[src/rtl/id_stage_pipe.sv]
// id_stage_pipe: registered RV32/RV64 decode stage between if_id and exe.
// Decodes OP-IMM, OP, LUI and AUIPC and builds operands, forwarding one
// writeback port. It holds one decoded instruction, with valid/ready on both sides.
// Ports:
//   clk_i, rst_i (sync, active high), flush_i
//   in_valid_i / in_ready_o, inst_addr_i, inst_i          : upstream handshake
//   reg{1,2}_raddr_o, reg{1,2}_re_o, reg{1,2}_rdata_i     : regfile read ports
//   fwd_we_i, fwd_waddr_i, fwd_wdata_i                    : writeback forward
//   out_valid_o / out_ready_i, inst_o, inst_addr_o,
//   op1_o, op2_o, reg_we_o, reg_waddr_o, illegal_o        : registered result
module id_stage_pipe #(
  parameter int unsigned XLEN        = 32,
  parameter int unsigned ADDR_WIDTH  = 32,
  parameter int unsigned RADDR_WIDTH = 5
) (
  input  logic                   clk_i,
  input  logic                   rst_i,
  input  logic                   flush_i,
  input  logic                   in_valid_i,
  output logic                   in_ready_o,
  input  logic [ADDR_WIDTH-1:0]  inst_addr_i,
  input  logic [31:0]            inst_i,
  output logic [RADDR_WIDTH-1:0] reg1_raddr_o,
  output logic [RADDR_WIDTH-1:0] reg2_raddr_o,
  output logic                   reg1_re_o,
  output logic                   reg2_re_o,
  input  logic [XLEN-1:0]        reg1_rdata_i,
  input  logic [XLEN-1:0]        reg2_rdata_i,
  input  logic                   fwd_we_i,
  input  logic [RADDR_WIDTH-1:0] fwd_waddr_i,
  input  logic [XLEN-1:0]        fwd_wdata_i,
  output logic                   out_valid_o,
  input  logic                   out_ready_i,
  output logic [31:0]            inst_o,
  output logic [ADDR_WIDTH-1:0]  inst_addr_o,
  output logic [XLEN-1:0]        op1_o,
  output logic [XLEN-1:0]        op2_o,
  output logic                   reg_we_o,
  output logic [RADDR_WIDTH-1:0] reg_waddr_o,
  output logic                   illegal_o
);

  localparam int unsigned SHW       = (XLEN == 64) ? 6 : 5;
  localparam logic [31:0] NOP       = 32'h0000_0013;
  localparam logic [6:0]  OPC_OPIMM = 7'b0010011;
  localparam logic [6:0]  OPC_OP    = 7'b0110011;
  localparam logic [6:0]  OPC_LUI   = 7'b0110111;
  localparam logic [6:0]  OPC_AUIPC = 7'b0010111;

  logic                   out_valid_q, out_valid_d;
  logic [31:0]            inst_q, inst_d;
  logic [ADDR_WIDTH-1:0]  inst_addr_q, inst_addr_d;
  logic [XLEN-1:0]        op1_q, op1_d, op2_q, op2_d;
  logic                   reg_we_q, reg_we_d;
  logic [RADDR_WIDTH-1:0] reg_waddr_q, reg_waddr_d;
  logic                   illegal_q, illegal_d;

  logic                   legal_c, re1_c, re2_c, use_pc_c, accept_c;
  logic [RADDR_WIDTH-1:0] rs1_c, rs2_c, rd_c;
  logic [XLEN-1:0]        imm_c, src1_c, src2_c;

  // Opcode decode: read enables, immediate and op1 source
  always_comb begin
    legal_c  = 1'b0;
    re1_c    = 1'b0;
    re2_c    = 1'b0;
    use_pc_c = 1'b0;
    imm_c    = '0;
    rs1_c    = RADDR_WIDTH'(inst_i[19:15]);
    rs2_c    = RADDR_WIDTH'(inst_i[24:20]);
    rd_c     = RADDR_WIDTH'(inst_i[11:7]);
    unique case (inst_i[6:0])
      OPC_OPIMM: begin
        legal_c = 1'b1;
        re1_c   = 1'b1;
        // Shifts take only the shamt field; bit 30 stays in inst_o for SRAI
        if (inst_i[13:12] == 2'b01) imm_c = XLEN'(inst_i[20 +: SHW]);
        else                        imm_c = XLEN'($signed(inst_i[31:20]));
      end
      OPC_OP: begin
        legal_c = 1'b1;
        re1_c   = 1'b1;
        re2_c   = 1'b1;
      end
      OPC_LUI: begin
        legal_c = 1'b1;
        imm_c   = XLEN'($signed({inst_i[31:12], 12'b0}));
      end
      OPC_AUIPC: begin
        legal_c  = 1'b1;
        use_pc_c = 1'b1;
        imm_c    = XLEN'($signed({inst_i[31:12], 12'b0}));
      end
      default: ;
    endcase
  end

  // Operand source per port: disabled/x0 -> 0, then forward, then regfile
  always_comb begin
    src1_c = '0;
    src2_c = '0;
    if (re1_c && (rs1_c != '0))
      src1_c = (fwd_we_i && (fwd_waddr_i == rs1_c)) ? fwd_wdata_i : reg1_rdata_i;
    if (re2_c && (rs2_c != '0))
      src2_c = (fwd_we_i && (fwd_waddr_i == rs2_c)) ? fwd_wdata_i : reg2_rdata_i;
  end

  assign reg1_re_o    = in_valid_i & re1_c;
  assign reg2_re_o    = in_valid_i & re2_c;
  assign reg1_raddr_o = in_valid_i ? rs1_c : '0;
  assign reg2_raddr_o = in_valid_i ? rs2_c : '0;

  assign in_ready_o = ~rst_i & (~out_valid_q | out_ready_i);
  assign accept_c   = in_valid_i & in_ready_o & ~flush_i;

  // Next-state: hold by default, load on accept, drain on downstream ready
  always_comb begin
    out_valid_d = out_valid_q;
    inst_d      = inst_q;
    inst_addr_d = inst_addr_q;
    op1_d       = op1_q;
    op2_d       = op2_q;
    reg_we_d    = reg_we_q;
    reg_waddr_d = reg_waddr_q;
    illegal_d   = illegal_q;
    if (out_ready_i) out_valid_d = 1'b0;
    if (accept_c) begin
      out_valid_d = 1'b1;
      inst_d      = legal_c ? inst_i : NOP;
      inst_addr_d = inst_addr_i;
      op1_d       = use_pc_c ? XLEN'(inst_addr_i) : src1_c;
      op2_d       = re2_c ? src2_c : imm_c;
      reg_we_d    = legal_c & (rd_c != '0);
      reg_waddr_d = rd_c;
      illegal_d   = ~legal_c;
    end
    if (flush_i) out_valid_d = 1'b0;
  end

  always_ff @(posedge clk_i) begin
    if (rst_i) begin
      out_valid_q <= 1'b0;
      inst_q      <= NOP;
      inst_addr_q <= '0;
      op1_q       <= '0;
      op2_q       <= '0;
      reg_we_q    <= 1'b0;
      reg_waddr_q <= '0;
      illegal_q   <= 1'b0;
    end else begin
      out_valid_q <= out_valid_d;
      inst_q      <= inst_d;
      inst_addr_q <= inst_addr_d;
      op1_q       <= op1_d;
      op2_q       <= op2_d;
      reg_we_q    <= reg_we_d;
      reg_waddr_q <= reg_waddr_d;
      illegal_q   <= illegal_d;
    end
  end

  assign out_valid_o = out_valid_q;
  assign inst_o      = inst_q;
  assign inst_addr_o = inst_addr_q;
  assign op1_o       = op1_q;
  assign op2_o       = op2_q;
  assign reg_we_o    = reg_we_q;
  assign reg_waddr_o = reg_waddr_q;
  assign illegal_o   = illegal_q;

endmodule

[config.mk]
export PLATFORM = sky130hd
export DESIGN_NAME = id_stage_pipe
export DESIGN_NICKNAME = d
export VERILOG_FILES = /design/src/rtl/id_stage_pipe.sv
export SDC_FILE = /design/constraint.sdc
export NUM_CORES = 1
export LEC_CHECK = 0
export ABC_AREA = 1
export BUFFER_PORTS_ARGS = -buffer_cell sky130_fd_sc_hd__buf_2
export CORE_MARGIN = 4
export CORE_UTILIZATION = 30
export DETAILED_ROUTE_END_ITERATION = 12
export GPL_ROUTABILITY_DRIVEN = 0
export PLACE_DENSITY_LB_ADDON = 0.3
export SLEW_MARGIN = 20
export SYNTH_ARGS = -nofsm -noshare
export SYNTH_HDL_FRONTEND = slang
export SYNTH_SLANG_ARGS = --single-unit
export TNS_END_PERCENT = 100
[constraint.sdc]
create_clock -name clk_i -period 2.1 [get_ports clk_i]
set_input_delay 0.42 -clock clk_i [delete_from_list [all_inputs] [get_ports clk_i]]
set_output_delay 0.42 -clock clk_i [all_outputs]
set_load 0.02 [all_outputs]
==> impl_results.html <==
<table>
<tr><th>Metric</th><th>Value</th></tr>
<tr><th colspan="2">Outcome</th></tr>
<tr><td>Result of the run</td><td>finished clean</td></tr>
<tr><th colspan="2">CTS</th></tr>
<tr><td>Clock-pin transition on the worst setup and hold timing paths</td><td>0.07 ns</td></tr>
<tr><td>Hold-fix buffers, CTS</td><td>0</td></tr>
<tr><td>Number of buffers between clock root and the deepest sink</td><td>2</td></tr>
<tr><td>Number of buffers inserted during clock tree synthesis</td><td>17</td></tr>
<tr><td>H-tree levels</td><td>4</td></tr>
<tr><td>CTS Sinks</td><td>136</td></tr>
<tr><td>Total setup buffers inserted after CTS</td><td>0</td></tr>
<tr><td>Later-pin clock latency in the skew report</td><td>0.42 ns</td></tr>
<tr><td>Total of cells resized after clock tree synthesis</td><td>0</td></tr>
<tr><td>Root buffer selected by CTS</td><td>clkbuf_16</td></tr>
<tr><td>Clock tree from TritonCTS</td><td>built</td></tr>
<tr><th colspan="2">STA</th></tr>
<tr><td>Worst slew margin relative to its limit</td><td>0.537</td></tr>
<tr><td>Setup repair after global routing missed its margin</td><td>false</td></tr>
<tr><td>Final-layout worst hold slack</td><td>0.253 ns</td></tr>
<tr><td>Ratio of final minimum period to clock period</td><td>0.864</td></tr>
<tr><td>Worst slew pin tran</td><td>0.695 ns</td></tr>
<tr><td>Final setup margin</td><td>0.285 ns</td></tr>
<tr><td>F_max</td><td>551 MHz</td></tr>
<tr><td>Minimum period implied by the final worst setup slack</td><td>1.81 ns</td></tr>
<tr><td>Endpoints failing setup</td><td>0</td></tr>
<tr><td>Clock skew after layout</td><td>0.00675 ns</td></tr>
<tr><td>Number of max-slew violations in the final report</td><td>0</td></tr>
<tr><td>Total negative setup slack</td><td>0 ns</td></tr>
<tr><td>Final hold violations</td><td>0</td></tr>
<tr><th colspan="2">Cells and area</th></tr>
<tr><td>Ratio of cells with drive above 1 in the final layout</td><td>0.267</td></tr>
<tr><td>Synthesis-to-layout area growth</td><td>37.5%</td></tr>
<tr><td>Filler Cell Count</td><td>2,551</td></tr>
<tr><td>Final core utilization</td><td>0.424</td></tr>
<tr><td>Final layout net count</td><td>1,614</td></tr>
<tr><td>Final instance area</td><td>9720 µm²</td></tr>
<tr><th colspan="2">Global routing</th></tr>
<tr><td>Global router's overall resource usage</td><td>0.225</td></tr>
<tr><td>Pin count of the biggest net entering global routing</td><td>110</td></tr>
<tr><td>Wire length of the first global-routing pass</td><td>46,000 µm</td></tr>
<tr><td>Antenna violations before repair</td><td>5</td></tr>
<tr><td>Number of global-route vias before repair</td><td>8,076</td></tr>
<tr><td>Overall overflow remaining after global route</td><td>0</td></tr>
<tr><th colspan="2">Route</th></tr>
<tr><td>Top Metal Used</td><td>met5</td></tr>
<tr><td>Via density per instance</td><td>4.70</td></tr>
<tr><td>Met1 wire length</td><td>13,500 µm</td></tr>
<tr><td>DRT antenna net count</td><td>0</td></tr>
<tr><td>First-pass iteration count of the detailed router</td><td>5</td></tr>
<tr><td>Final routed wirelength across all metal layers</td><td>30,200 µm</td></tr>
<tr><td>Count of unresolved DRC violations after routing</td><td>0</td></tr>
<tr><td>DR WL met3</td><td>2250 µm</td></tr>
<tr><td>WL met2</td><td>13,700 µm</td></tr>
<tr><td>Wire length per cell</td><td>17.0 µm</td></tr>
<tr><td>Vias</td><td>8,323</td></tr>
<tr><td>Detailed Route Iter0 Violations</td><td>678</td></tr>
<tr><th colspan="2">Power and ir drop</th></tr>
<tr><td>Clock power share</td><td>0.460</td></tr>
<tr><td>Net Sw Frac</td><td>0.289</td></tr>
<tr><td>LEAKAGE</td><td>5.22 nW</td></tr>
<tr><td>Internal cell power</td><td>4.79 mW</td></tr>
<tr><td>Switching pwr</td><td>1.95 mW</td></tr>
<tr><td>Total power density per cell area</td><td>693 nW/µm²</td></tr>
<tr><td>Maximum resistive drop on vdd</td><td>0.430 mV</td></tr>
<tr><td>Part of the total power dissipated in sequential elements</td><td>0.399</td></tr>
<tr><td>Combinational cell fraction of total power</td><td>0.141</td></tr>
<tr><th colspan="2">Worst hold path</th></tr>
<tr><td>Endpoint with the worst hold slack</td><td>inst_addr_o[10]</td></tr>
<tr><td>Tightest Hold Check Type</td><td>in -&gt; reg</td></tr>
<tr><td>Hold-critical path depth</td><td>3</td></tr>
<tr><td>Hold Startpoint</td><td>inst_addr_i[10]</td></tr>
<tr><th colspan="2">Floorplanning</th></tr>
<tr><td>Core box area</td><td>22,900 µm²</td></tr>
<tr><td>Die outline width</td><td>162 µm</td></tr>
<tr><td>Initial Utilization</td><td>0.308</td></tr>
<tr><td>Number of top-level design ports</td><td>320</td></tr>
<tr><td>Floorplan die area</td><td>26,100 µm²</td></tr>
<tr><td>Standard-cell rows</td><td>55</td></tr>
<tr><td>Height of the die</td><td>162 µm</td></tr>
<tr><th colspan="2">Yosys</th></tr>
<tr><td>Cells after Synth</td><td>1,141</td></tr>
<tr><td>Register bit total from synthesis</td><td>136</td></tr>
<tr><td>Share of Yosys cell area claimed by the top area cell type</td><td>0.385</td></tr>
<tr><td>Number of enable flip-flop cells after synthesis</td><td>0</td></tr>
<tr><td>Synthesized area per cell</td><td>6.20 µm²</td></tr>
<tr><td>Post-synth design cell area</td><td>7070 µm²</td></tr>
<tr><td>Post-Synthesis Net Count</td><td>1,312</td></tr>
<tr><td>Leading cell type by number of instances after synthesis</td><td>nand2_1</td></tr>
<tr><td>Cell types with the largest area share after synthesis</td><td>dfxtp_1 39%, nand2_1 16%, inv_1 9.9%</td></tr>
<tr><td>Library cell occupying the most area in the post-synthesis netlist</td><td>dfxtp_1</td></tr>
<tr><td>Sequential share of the synthesized area</td><td>0.385</td></tr>
<tr><td>Yosys cell types</td><td>20</td></tr>
<tr><td>Leading cell types by count after synthesis</td><td>300 x nand2_1, 187 x inv_1, 138 x a21oi_1</td></tr>
<tr><td>Number of warnings printed during yosys synthesis</td><td>0</td></tr>
<tr><td>Post-synthesis async set-or-reset flop share</td><td>0</td></tr>
<tr><td>Most instantiated flip-flop cell in the synthesis netlist</td><td>dfxtp_1</td></tr>
<tr><th colspan="2">Worst setup path</th></tr>
<tr><td>Delay contributed by the slowest stage of the critical path</td><td>0.29 ns</td></tr>
<tr><td>Cell chain of the critical path</td><td>buf_2 -&gt; nor2_1 -&gt; nand4_1 -&gt; nor2_1 -&gt; buf_2</td></tr>
<tr><td>Data arrival, critical path</td><td>1.39 ns</td></tr>
<tr><td>Capture point of the worst reg-to-reg path</td><td>op1_o[21]</td></tr>
<tr><td>Critical register-to-register path startpoint</td><td>out_valid_o</td></tr>
<tr><td>Element type at the critical path end</td><td>output port</td></tr>
<tr><td>Worst path slowest cell</td><td>nand4_1</td></tr>
<tr><td>CP required</td><td>1.68 ns</td></tr>
<tr><td>Reg2Reg Setup Slack</td><td>0.29 ns</td></tr>
<tr><td>Worst setup SP type</td><td>input port</td></tr>
<tr><td>Maximum fanout along the worst path</td><td>4</td></tr>
<tr><td>Setup Crit Path Kind</td><td>in -&gt; out</td></tr>
<tr><td>Number of cell instances on the worst register-to-register path</td><td>8</td></tr>
<tr><th colspan="2">Placed design</th></tr>
<tr><td>HPWL reported at the end of detailed placement</td><td>23,200 µm</td></tr>
<tr><td>Port bufs</td><td>319</td></tr>
<tr><td>Area post-placement</td><td>9110 µm²</td></tr>
<tr><td>Minimum setup slack after placement</td><td>0.0903 ns</td></tr>
<tr><th colspan="2">Run</th></tr>
<tr><td>Max-cap violations</td><td>0</td></tr>
</table>
worst max-delay path, delay by kind of cell:
| kind | cells | cell delay (ns) |
|---|---|---|
| buffers and inverters | 2 | 0.30 |
| AND/OR/NAND/NOR | 3 | 0.67 |
cell type report:
class / count / area, µm² / share of cell area
multi-input combinational: 750 / 3350 / 0.345
sequential: 136 / 2720 / 0.280
timing repair buffer: 349 / 1930 / 0.199
inverter: 189 / 709 / 0.0730
clock buffer: 18 / 439 / 0.0452
tap: 313 / 392 / 0.0403
clock inverter: 14 / 163 / 0.0167
antenna: 2 / 5.00 / 0.000515
worst max path at each step:
stage / to / cells after the start / startpoint
after CTS: op1_o[30] / 8 / out_valid_o
after global placement: op2_o[24] / 9 / inst_i[3]
after detailed placement: op2_o[15] / 9 / inst_i[3]
final: reg1_re_o / 5 / inst_i[3]
after floorplan: reg2_re_o / 4 / inst_i[4]
after global routing: op1_o[21] / 8 / out_valid_o
power by group through the flow:
stage	registers [mW]	clock network, mW	logic, mW
2_1_floorplan	2.83	0	0.397
3_3_place_gp	2.75	0	0.949
3_5_place_dp	2.74	0	0.952
4_1_cts	2.69	3.16	0.955
5_1_grt	2.70	3.27	1.05
6_report	2.69	3.10	0.952
cell families (layout without fill, tap and decap cells):
| group | count (synthesis) | in the layout | synth area share |
|---|---|---|---|
| and+or+nand+nor | 545 | 545 | 0.320 |
| DFF | 136 | 136 | 0.385 |
| AOI/OAI and AO/OA | 205 | 205 | 0.152 |
| other | 0 | 2 | 0 |
| buffers and inverters | 255 | 570 | 0.143 |
layer usage:
metal  vias up  global-route usage
met2       324               0.358
met4         6              0.0733
met3        41              0.0510
met5         -                   0
li1       4172                   -
met1      3780               0.302
layout by cell type, fill, tap and decap left out, drive strengths merged, types with 4 or more instances in the layout:
cell / instances
clkinvlp: 4
nor2: 94
o21ai: 51
nand4: 12
buf: 349
inv: 194
nand2: 300
dfxtp: 136
clkbuf: 18
nand3: 132
a21boi: 15
a21oi: 139
flip-flops by register name, indices dropped and copies added, names as in the netlist:
| name | cells |
|---|---|
| reg_we_o | 1 |
| inst_addr_o | 32 |
| out_valid_o | 1 |
| op1_o | 32 |
| illegal_o | 1 |
| op2_o | 32 |
| inst_o | 32 |
| reg_waddr_o | 5 |
metrics by stage:
| stage | instances | power (mW) |
|---|---|---|
| floorplan | 1141 | 3.23 |
| global placement | 1737 | 3.69 |
| finish | 1771 | 6.74 |
| detailed placement | 1737 | 3.70 |
| global route | 1771 | 7.01 |
| CTS | 1769 | 6.80 |
Power figures use the tool's default switching activity.
